===== src/rtl/uart_prog_pkg.sv =====
`default_nettype none
// ============================================================================
// Module      : uart_prog_pkg
// Description : Shared types and constants for the framed UART program loader:
//               parser state encoding, ack/nak codes, default sync marker,
//               frame length and the frame checksum helper.
//               Optional feature macro (used by uart_prog_loader):
//               UART_PROG_LOADER_ACK_EN
// Revision    : 1.0 - initial release
// ============================================================================
package uart_prog_pkg;

    typedef enum logic [1:0] {
        ST_IDLE     = 2'd0,
        ST_GOT_SYNC = 2'd1,
        ST_GOT_ADDR = 2'd2,
        ST_GOT_DATA = 2'd3
    } state_t;

    localparam logic [7:0] ACK_BYTE          = 8'h06;
    localparam logic [7:0] NAK_BYTE          = 8'h15;
    localparam logic [7:0] DEFAULT_SYNC_BYTE = 8'hA5;
    localparam int         FRAME_LEN         = 4;

    // Expected checksum byte for a frame: XOR of sync, address and data.
    function automatic logic [7:0] frame_chk(input logic [7:0] sync,
                                             input logic [3:0] addr,
                                             input logic [7:0] data);
        return sync ^ {4'h0, addr} ^ data;
    endfunction

endpackage
`default_nettype wire


===== src/rtl/uart_prog_loader_if.sv =====
`default_nettype none
// ============================================================================
// Module      : uart_prog_loader_if
// Description : Bundle of the loader's byte-stream input, RAM write port,
//               ack/nak transmit request and status outputs.
//               master = loader side, slave = surrounding system side.
// Revision    : 1.0 - initial release
// ============================================================================
interface uart_prog_loader_if;
    logic       rx_dv;
    logic [7:0] rx_byte;
    logic       tx_active;
    logic [3:0] ram_addr;
    logic [7:0] ram_data;
    logic       ram_we;
    logic       tx_dv;
    logic [7:0] tx_byte;
    logic       busy;
    logic [7:0] err_count;
    logic [3:0] led;

    modport master (
        input  rx_dv, rx_byte, tx_active,
        output ram_addr, ram_data, ram_we, tx_dv, tx_byte, busy, err_count, led
    );

    modport slave (
        output rx_dv, rx_byte, tx_active,
        input  ram_addr, ram_data, ram_we, tx_dv, tx_byte, busy, err_count, led
    );
endinterface
`default_nettype wire


===== src/rtl/uart_prog_loader_inter_byte_timer.sv =====
`default_nettype none
// ============================================================================
// Module      : inter_byte_timer
// Description : Counts clocks while enabled; cleared on every received byte
//               and whenever disabled. Raises expire once the count reaches
//               TIMEOUT_CLKS while still enabled.
// Revision    : 1.0 - initial release
// ============================================================================
module inter_byte_timer #(
    parameter int TIMEOUT_CLKS = 5_000_000
) (
    input  wire logic clk,
    input  wire logic rst,
    input  wire logic clear,
    input  wire logic enable,
    output logic      expire
);
    localparam int              CW    = $clog2(TIMEOUT_CLKS + 1);
    localparam logic [CW-1:0]   LIMIT = CW'(TIMEOUT_CLKS);

    logic [CW-1:0] count;

    // Idle-time counter; holds at the limit so it can never wrap.
    always_ff @(posedge clk or posedge rst) begin
        if (rst) begin
            count <= '0;
        end else if (clear || !enable) begin
            count <= '0;
        end else if (count != LIMIT) begin
            count <= count + 1'b1;
        end
    end

    assign expire = enable && (count == LIMIT);

endmodule
`default_nettype wire


===== src/rtl/uart_prog_loader.sv =====
`default_nettype none
// ============================================================================
// Module      : uart_prog_loader
// Description : Parses SYNC/ADDR/DATA/CHK frames from the UART receiver and
//               issues one-cycle writes into a 16-entry RAM. Bad address,
//               bad checksum and inter-byte timeout reject the frame and bump
//               a saturating error counter.
//               Optional: define UART_PROG_LOADER_ACK_EN to send an ack/nak
//               byte per frame result through the transmitter.
// Revision    : 1.0 - initial release
// ============================================================================
module uart_prog_loader
    import uart_prog_pkg::*;
#(
    parameter int         TIMEOUT_CLKS = 5_000_000,
    parameter logic [7:0] SYNC_BYTE    = DEFAULT_SYNC_BYTE
) (
    input  wire logic          clk,
    input  wire logic          rst,
    uart_prog_loader_if.master bus
);
    state_t     state, state_next;
    logic [3:0] addr_q;
    logic [7:0] data_q;
    logic       do_write, do_error, latch_addr, latch_data;
    logic       expire;

    logic [3:0] ram_addr_q, led_q;
    logic [7:0] ram_data_q, err_count_q;
    logic       ram_we_q;

    inter_byte_timer #(
        .TIMEOUT_CLKS (TIMEOUT_CLKS)
    ) u_timer (
        .clk    (clk),
        .rst    (rst),
        .clear  (bus.rx_dv),
        .enable (state != ST_IDLE),
        .expire (expire)
    );

    // Parser state register.
    always_ff @(posedge clk or posedge rst) begin
        if (rst) state <= ST_IDLE;
        else     state <= state_next;
    end

    // Next state and per-cycle frame actions; a received byte takes
    // priority over a timeout in the same cycle.
    always_comb begin
        state_next = state;
        do_write   = 1'b0;
        do_error   = 1'b0;
        latch_addr = 1'b0;
        latch_data = 1'b0;
        case (state)
            ST_IDLE: begin
                if (bus.rx_dv && bus.rx_byte == SYNC_BYTE) state_next = ST_GOT_SYNC;
            end
            ST_GOT_SYNC: begin
                if (bus.rx_dv) begin
                    if (bus.rx_byte[7:4] != 4'h0) begin
                        do_error   = 1'b1;
                        state_next = ST_IDLE;
                    end else begin
                        latch_addr = 1'b1;
                        state_next = ST_GOT_ADDR;
                    end
                end else if (expire) begin
                    do_error   = 1'b1;
                    state_next = ST_IDLE;
                end
            end
            ST_GOT_ADDR: begin
                if (bus.rx_dv) begin
                    latch_data = 1'b1;
                    state_next = ST_GOT_DATA;
                end else if (expire) begin
                    do_error   = 1'b1;
                    state_next = ST_IDLE;
                end
            end
            ST_GOT_DATA: begin
                if (bus.rx_dv) begin
                    if (bus.rx_byte == frame_chk(SYNC_BYTE, addr_q, data_q)) do_write = 1'b1;
                    else                                                     do_error = 1'b1;
                    state_next = ST_IDLE;
                end else if (expire) begin
                    do_error   = 1'b1;
                    state_next = ST_IDLE;
                end
            end
            default: state_next = ST_IDLE;
        endcase
    end

    // Captured address and data bytes of the frame in progress.
    always_ff @(posedge clk or posedge rst) begin
        if (rst) begin
            addr_q <= '0;
            data_q <= '0;
        end else begin
            if (latch_addr) addr_q <= bus.rx_byte[3:0];
            if (latch_data) data_q <= bus.rx_byte;
        end
    end

    // RAM write port, status LEDs and saturating error counter.
    always_ff @(posedge clk or posedge rst) begin
        if (rst) begin
            ram_addr_q  <= '0;
            ram_data_q  <= '0;
            ram_we_q    <= 1'b0;
            led_q       <= '0;
            err_count_q <= '0;
        end else begin
            ram_we_q <= do_write;
            if (do_write) begin
                ram_addr_q <= addr_q;
                ram_data_q <= data_q;
                led_q      <= addr_q;
            end
            if (do_error && err_count_q != 8'hFF) err_count_q <= err_count_q + 8'd1;
        end
    end

    assign bus.ram_addr  = ram_addr_q;
    assign bus.ram_data  = ram_data_q;
    assign bus.ram_we    = ram_we_q;
    assign bus.led       = led_q;
    assign bus.err_count = err_count_q;
    assign bus.busy      = (state != ST_IDLE);

`ifdef UART_PROG_LOADER_ACK_EN
    logic       pending, tx_dv_q, cand_valid;
    logic [7:0] pending_byte, tx_byte_q, cand_byte;

    // A fresh result replaces any unsent one in the single pending slot.
    always_comb begin
        cand_valid = do_write || do_error || pending;
        cand_byte  = pending_byte;
        if (do_write)      cand_byte = ACK_BYTE;
        else if (do_error) cand_byte = NAK_BYTE;
    end

    // Send immediately when the transmitter is free, otherwise hold pending.
    always_ff @(posedge clk or posedge rst) begin
        if (rst) begin
            pending      <= 1'b0;
            pending_byte <= '0;
            tx_dv_q      <= 1'b0;
            tx_byte_q    <= '0;
        end else begin
            tx_dv_q      <= cand_valid && !bus.tx_active;
            pending      <= cand_valid && bus.tx_active;
            pending_byte <= cand_byte;
            if (cand_valid && !bus.tx_active) tx_byte_q <= cand_byte;
        end
    end

    assign bus.tx_dv   = tx_dv_q;
    assign bus.tx_byte = tx_byte_q;
`else
    logic unused_tx_active;
    assign unused_tx_active = bus.tx_active;
    assign bus.tx_dv        = 1'b0;
    assign bus.tx_byte      = 8'h00;
`endif

endmodule
`default_nettype wire


===== src/flat_wrapper.sv =====
// flat-port wrapper written by rule: the top's interface ports become plain ports
module uart_prog_loader_flat import uart_prog_pkg::*;
#(
    parameter int         TIMEOUT_CLKS = 5_000_000,
    parameter logic [7:0] SYNC_BYTE    = DEFAULT_SYNC_BYTE
)
  (clk, rst, bus_rx_dv, bus_rx_byte, bus_tx_active, bus_ram_addr, bus_ram_data, bus_ram_we, bus_tx_dv, bus_tx_byte, bus_busy, bus_err_count, bus_led);
  uart_prog_loader_if bus_i ();
  input  wire logic clk;
  input  wire logic rst;
  input wire logic [$bits(bus_i.rx_dv)-1:0] bus_rx_dv;
  input wire logic [$bits(bus_i.rx_byte)-1:0] bus_rx_byte;
  input wire logic [$bits(bus_i.tx_active)-1:0] bus_tx_active;
  output wire logic [$bits(bus_i.ram_addr)-1:0] bus_ram_addr;
  output wire logic [$bits(bus_i.ram_data)-1:0] bus_ram_data;
  output wire logic [$bits(bus_i.ram_we)-1:0] bus_ram_we;
  output wire logic [$bits(bus_i.tx_dv)-1:0] bus_tx_dv;
  output wire logic [$bits(bus_i.tx_byte)-1:0] bus_tx_byte;
  output wire logic [$bits(bus_i.busy)-1:0] bus_busy;
  output wire logic [$bits(bus_i.err_count)-1:0] bus_err_count;
  output wire logic [$bits(bus_i.led)-1:0] bus_led;
  assign bus_i.rx_dv = bus_rx_dv;
  assign bus_i.rx_byte = bus_rx_byte;
  assign bus_i.tx_active = bus_tx_active;
  assign bus_ram_addr = bus_i.ram_addr;
  assign bus_ram_data = bus_i.ram_data;
  assign bus_ram_we = bus_i.ram_we;
  assign bus_tx_dv = bus_i.tx_dv;
  assign bus_tx_byte = bus_i.tx_byte;
  assign bus_busy = bus_i.busy;
  assign bus_err_count = bus_i.err_count;
  assign bus_led = bus_i.led;
  uart_prog_loader #(.TIMEOUT_CLKS(TIMEOUT_CLKS), .SYNC_BYTE(SYNC_BYTE)) u_core (.clk(clk), .rst(rst), .bus(bus_i));
endmodule

===== config.mk =====
export PLATFORM = sky130hd
export DESIGN_NAME = uart_prog_loader_flat
export DESIGN_NICKNAME = d
export VERILOG_FILES = /design/src/rtl/uart_prog_pkg.sv /design/src/rtl/uart_prog_loader_if.sv /design/src/rtl/uart_prog_loader_inter_byte_timer.sv /design/src/rtl/uart_prog_loader.sv /design/src/flat_wrapper.sv
export SDC_FILE = /design/constraint.sdc
export NUM_CORES = 1
export LEC_CHECK = 0
export CAP_MARGIN = 10
export CORE_ASPECT_RATIO = 1.25
export CORE_MARGIN = 2
export CORE_UTILIZATION = 45
export DETAILED_ROUTE_END_ITERATION = 8
export PLACE_DENSITY = 0.69
export SYNTH_ARGS = -nofsm -noshare
export SYNTH_HDL_FRONTEND = slang
export SYNTH_SLANG_ARGS = --single-unit
export TNS_END_PERCENT = 50

===== constraint.sdc =====
create_clock -name clk -period 2.7 [get_ports clk]
set_input_delay 0.27 -clock clk [delete_from_list [all_inputs] [get_ports clk]]
set_output_delay 0.27 -clock clk [all_outputs]
set_load 0.1 [all_outputs]

======== Yosys cells after proc, flatten, opt, wreduce, memory -nomap -nowiden ========
Index checks and enable logic that the tools add are counted.
cells by class
  add/subtract/negate cells ............... 2
  eq/ne operators ......................... 9
  multiplexer cells ....................... 24
  reductions and logical operators ........ 9
  bitwise logic cells ..................... 2
operators by type and width
  cell                   number
  $mux 23                2
  $add 23x1->23 const B  1
  $eq 23x23->1 const B   1
  $ne 23x23->1 const B   1
  $mux 1                 14
  $mux 2                 6
  $add 8x1->8 const B    1
  $eq 8x8->1             1
  $eq 8x8->1 const B     1
  $ne 8x8->1 const B     1
  $pmux 2 s4             1
  $xor 8x8->8            1
  $eq 2x2->1 const B     2
  $not 2->4              1
  $reduce_bool 2->1      2
  $reduce_bool 4->1      1
  $logic_and 1x1->1      3
  $pmux 1 s3             1
  $eq 2x1->1 const B     1
  $logic_not 2->1        1
  $ne 2x1->1 const B     1
  $logic_not 1->1        1
  $logic_or 1x1->1       1
storage, ports and cells
  register bits after elaboration ......... 58
  logic and storage cells ................. 54
  output and inout port bits .............. 35
  input port bits ......................... 12

======== Longest topological paths before layout ========
  depth after elaboration ................. 7
  gate-level depth with buffers ........... 8
  depth with buffers taken out ............ 7

======== Modules after synthesis ========
A second synthesis with hierarchy kept.
second synthesis, totals
  cells, all modules ...................... 277
  area total of the unflattened synthesis .. 3034.2 sq um
modules (own cells, without submodules)
  module            cells an instance  times used  area each (sq um)
  uart_prog_loader  141                1           1778.0
  inter_byte_timer  136                1           1256.2

======== Least setup slack after synthesis ========
Ideal clock, no wire load.
  path type ............................... flip-flop to flip-flop
  start ................................... reg u_core.err_count_q[0], in the netlist u_core.bus.err_count[0]
  end ..................................... reg u_core.err_count_q[1], in the netlist u_core.bus.err_count[1]
  arrival time ............................ 2.043 ns
  setup time .............................. 0.128 ns
  stages on the path, launching flop included .. 7
  required time ........................... 2.572 ns
  setup slack ............................. 0.528 ns
  cells stage by stage .................... dfrtp_1 -> ha_1 -> nand3_1 -> nor2_1 -> a21oi_1 -> nand3_2 -> mux2_1
between the ends
  word-level cells in the longest chain between the ends .. 2
  elaborated cells between the ends (all ways) .. 3
  those cells by class .................... 1 x add/sub; 1 x eq/ne; 1 x reduce/logical
ends and longest elaborated chain
  what                                                                 RTL line                 source
  start: declaration                                                   uart_prog_loader.sv:29   logic [7:0] ram_data_q, err_count_q;
  start signal: assignment                                             uart_prog_loader.sv:123  if (do_error && err_count_q != 8'hFF) err_count_q <= err_count_q + 8'd1;
  parallel branches: the longest is 2 deep, another holds $add 8x1->8  -
Several ways; the timed one is not identified.
A chain may end at the register's enable or synchronous reset.

======== Final worst setup path ========
  start ................................... reg u_core.u_timer.count[0]
  end ..................................... reg u_core.err_count_q[1], in the netlist u_core.bus.err_count[1]
between the ends
  word-level cells in the longest chain between the ends .. 6
  elaborated cells between the ends (all ways) .. 8
  those cells by class .................... 1 x eq/ne; 5 x mux; 2 x reduce/logical
ends and longest elaborated chain
  what                              RTL line                                                                source
  start: declaration                uart_prog_loader_inter_byte_timer.sv:21                                 logic [CW-1:0] count;
  start signal: assignment          uart_prog_loader_inter_byte_timer.sv:30                                 count <= count + 1'b1;
  $eq 23x23->1 *                    uart_prog_loader_inter_byte_timer.sv:34                                 assign expire = enable && (count == LIMIT);
  $logic_and 1x1->1 *               uart_prog_loader_inter_byte_timer.sv:34
  $mux 1 *                          uart_prog_loader.sv:69, uart_prog_loader.sv:78, uart_prog_loader.sv:88
  $mux 1, on equally long branches  uart_prog_loader.sv:84, uart_prog_loader.sv:61, uart_prog_loader.sv:75
  $pmux 1 s3 *                      uart_prog_loader.sv:56                                                  case (state)
  $logic_and 1x1->1 *               uart_prog_loader.sv:123
Every way passes the cells marked *; elsewhere a longest branch is shown, timed or not.

==> metrics.log <==
INFO  metric run_status = finished, final reports clean
INFO  metric worst_clock_skew = roughly 12 ps
INFO  metric drt_first_pass_iters = 4
INFO  metric vdd_ir_drop_max = 0.305 mV
INFO  metric slew_viol_final = 0
INFO  metric synth_enable_flop_cells = 0
INFO  metric crit_path_max_fanout = 6
INFO  metric hold_path.class = in -> async
INFO  metric routed_wirelength = 5630 um
INFO  metric synth-seq-cells = 58
INFO  metric combinational_family_with_the_most_area_after_synthesis = simple AND/OR/NAND/NOR gates
INFO  metric synthMuxAreaShare = 10.1%
INFO  metric unrepaired_setup_endpoints_after_global_routing = no
INFO  metric maxCapViolCount = 0
INFO  metric clock_transition_at_path_regs = 70 ps
INFO  metric net_count_of_the_finished_layout = between 300 and 400
INFO  metric post_synth_most_frequent_cells = sky130_fd_sc_hd__dfrtp_1, sky130_fd_sc_hd__mux2_2, sky130_fd_sc_hd__nor2_1
INFO  metric worst_slew_pin_slew = ~600 ps
INFO  metric dr_total_vias = 2110
INFO  metric met2RoutedLength = 2870 um
INFO  metric dr.max_layer_used = met4
INFO  metric routed-wl-met3 = 206 um
INFO  metric initial_core_util = 46.1%
INFO  metric post_drt_via_cell_ratio = 5.20
INFO  metric tritoncts_num_sinks = 58
INFO  metric final.fill_count = 585
INFO  metric core_area = 6520 um2
INFO  metric timing.setup.critical_path_class = reg -> reg
INFO  metric cts-htree-levels = 3
INFO  metric drt-met1-wl = 2460 um
INFO  metric wire_per_inst = 13.9 um
INFO  metric synth_cells = 273
INFO  metric worst_setup_path_start_kind = flop
INFO  metric ys_types = 45
INFO  metric grt_remaining_overflow = 0
INFO  metric utilization = 55.2%
INFO  metric fin_ws = 325 ps
INFO  metric synth-xor-area-share = a little under a tenth
INFO  metric portBuffers = 36
INFO  metric core.rowCount = 33
INFO  metric post_synth.cell_area_avg = 11.0 um2
INFO  metric groute.usage.overall = 16.2%
INFO  metric yosysWarnings = 0
INFO  metric synth_simple_gate_area_share = 18.9%
INFO  metric ff2ff_setup_slack = 330 ps
INFO  metric finalSetupViolCount = 0
INFO  metric power_leakage = between 0.0015 and 0.002 uW
INFO  metric r2r-start = u_core.u_timer.count[0]$_DFFE_PP0P_
INFO  metric synth_area_leader_cell = sky130_fd_sc_hd__dfrtp_1
INFO  metric post_synth_fa_ha_maj_area_fraction = 1.25%
INFO  metric synth-compound-area-share = 6.16%
INFO  metric async_reset_ff_share = 100%
INFO  metric critical_path.slowest_cell = sky130_fd_sc_hd__o31ai_4
INFO  metric hpwl_after_detailed_placement = 4000 um
INFO  metric drive_gt1_share = 26.0%
INFO  metric num_antenna_cells = 0
INFO  metric detailedRoute.firstIterationViolations = between 90 and 100
INFO  metric reg2reg_to = u_core.bus.err_count[1]$_DFFE_PP0P_
INFO  metric dpl_worst_slack = 286 ps
INFO  metric cts_hold_buffers = 0
INFO  metric root_buffer = sky130_fd_sc_hd__clkbuf_8
INFO  metric relSlewSlack = 60.1%
INFO  metric register_area = 1450 um2
INFO  metric worst_r2r_path_depth = 7
INFO  metric die_width = 77.1 um
INFO  metric synth.most_common_cell = sky130_fd_sc_hd__dfrtp_1
INFO  metric critical_path.max_stage_delay = approximately 430 ps
INFO  metric global_route_wire_length_before_repair = a little over 9000 um
INFO  metric whs = 320 ps
INFO  metric seq_area_frac_synth = 48.3%
INFO  metric count_of_nets_left_with_antenna_violations_after_detail_routing = 0
INFO  metric gpl.final_weighted_congestion = a little over 0.8
INFO  metric drt_drc_violations_left = 0
INFO  metric critPathArrivalTime = 2590 ps
INFO  metric postCtsSetupBuffers = 0
INFO  metric dpl-instance-area = 3370 um2
INFO  metric synth_area = 3010 um2
INFO  metric die_y = roughly 95 um
INFO  metric clock_tree_from_tritoncts = yes
INFO  metric maximum_number_of_pins_on_one_net_before_global_route_repair = 31
INFO  metric cts_buffer_count = 9
INFO  metric design.die.area = 7360 um2
INFO  metric worst_skew_pair.late_latency = 340 ps
INFO  metric synth_flop_cell = sky130_fd_sc_hd__dfrtp_1
INFO  metric clock.fmax = 0.421 GHz
INFO  metric multi_input_comb_area = 1400 um2
INFO  metric design_area = 3600 um2
INFO  metric synthToLayoutAreaGrowth = 19.7%
INFO  metric critical_path.endpoint_type = flop
INFO  metric yosys.area.top_type_share = between 40% and 50%
INFO  metric cp.required = 2920 ps
INFO  metric cts_repair_resize_count = 0
INFO  metric hold_viol = 0
INFO  metric clock_tree.buffer_depth = 2
INFO  metric cp_buf_inv_count = 1
INFO  metric share_of_the_cycle_needed_by_the_critical_path_after_routing = between 80% and 90%
INFO  metric clock_period_minus_final_worst_setup_slack = 2370 ps
INFO  metric area_contributors_post_synth = sky130_fd_sc_hd__dfrtp_1, sky130_fd_sc_hd__mux2_2, sky130_fd_sc_hd__xnor2_1
INFO  metric path_cells = inv_1 > ha_1 > nor4bb_1 > nand4_1 > o31ai_4 > nand3_2 > mux2_1
INFO  metric power.density = about 800 nW/um2
INFO  metric path_depth = 7
INFO  metric cell_family_with_most_cp_delay = simple AND/OR/NAND/NOR gates
INFO  metric finalSetupTns = 0 ps
INFO  metric boundaryPins = 47
INFO  metric first_global_vias = 2016
INFO  metric grt_antenna_before_repair = 0
-- cell type report --
class                           count  area share (%)
Tap cell                           87            3.02
Sequential cell                    58            40.3
Clock inverter                      6            2.47
Inverter                            9           0.938
Timing Repair Buffer               45            10.4
Clock buffer                       10            3.82
Multi-Input combinational cell    191            39.0
-- cells by family after synthesis --
family          after synthesis
compound gates               29
flops                        58
other cells                   1
buf+inv                      32
simple gates                 98
fa+ha+maj                     3
mux                          27
xor+xnor                     25
-- power by group --
part | internal, uW | switching [uW] | total [uW]
Combinational | 320 | 586 | 905
Clock | 546 | 362 | 908
Sequential | 988 | 131 | 1120
Total | 1850 | 1080 | 2930
-- cells in the final DEF, fill, tap and decap left out, drive strengths merged, types with 9 or more instances in the layout --
cell	instances
a21oi	11
buf	35
clkbuf	10
clkdlybuf4s50	10
conb	9
dfrtp	58
inv	10
mux2	26
nand2	12
nand3	12
nand4	12
nor2	21
o21ai	10
xnor2	13
-- worst max path at each step --
stage / startpoint / to / slack (ps)
2_1_floorplan: u_core.bus.err_count[0]$_DFFE_PP0P_ / u_core.bus.err_count[1]$_DFFE_PP0P_ / 530
3_3_place_gp: bus_rx_byte[0] / u_core.bus.err_count[6]$_DFFE_PP0P_ / 290
3_5_place_dp: bus_rx_byte[7] / u_core.bus.err_count[1]$_DFFE_PP0P_ / 290
4_1_cts: u_core.u_timer.count[0]$_DFFE_PP0P_ / u_core.bus.err_count[6]$_DFFE_PP0P_ / 340
5_1_grt: u_core.u_timer.count[0]$_DFFE_PP0P_ / u_core.bus.err_count[1]$_DFFE_PP0P_ / 150
6_report: u_core.u_timer.count[0]$_DFFE_PP0P_ / u_core.bus.err_count[1]$_DFFE_PP0P_ / 330
-- flip-flops by register name, indices dropped and copies added (netlist names) --
signal / count
u_core.addr_q: 4
u_core.bus.ram_addr: 4
u_core.u_timer.count: 23
u_core.bus.ram_data: 8
u_core.bus.ram_we: 1
u_core.data_q: 8
u_core.state: 2
u_core.bus.err_count: 8
-- per-stage QoR --
| stage | cells | total power, uW |
|---|---|---|
| after global placement | 390 | 2040 |
| after CTS | 406 | 2960 |
| after global routing | 406 | 3080 |
| final | 406 | 2930 |
| after detailed placement | 390 | 2050 |
| after floorplan | 281 | 1850 |
-- routing by layer --
layer / vias up / GRT usage, %
met5: - / 0
met4: 0 / 8.04
met3: 8 / 3.41
met2: 37 / 28.8
met1: 1032 / 18.7
li1: 1033 / -
No activity file was read; power rests on OpenSTA's default activity.
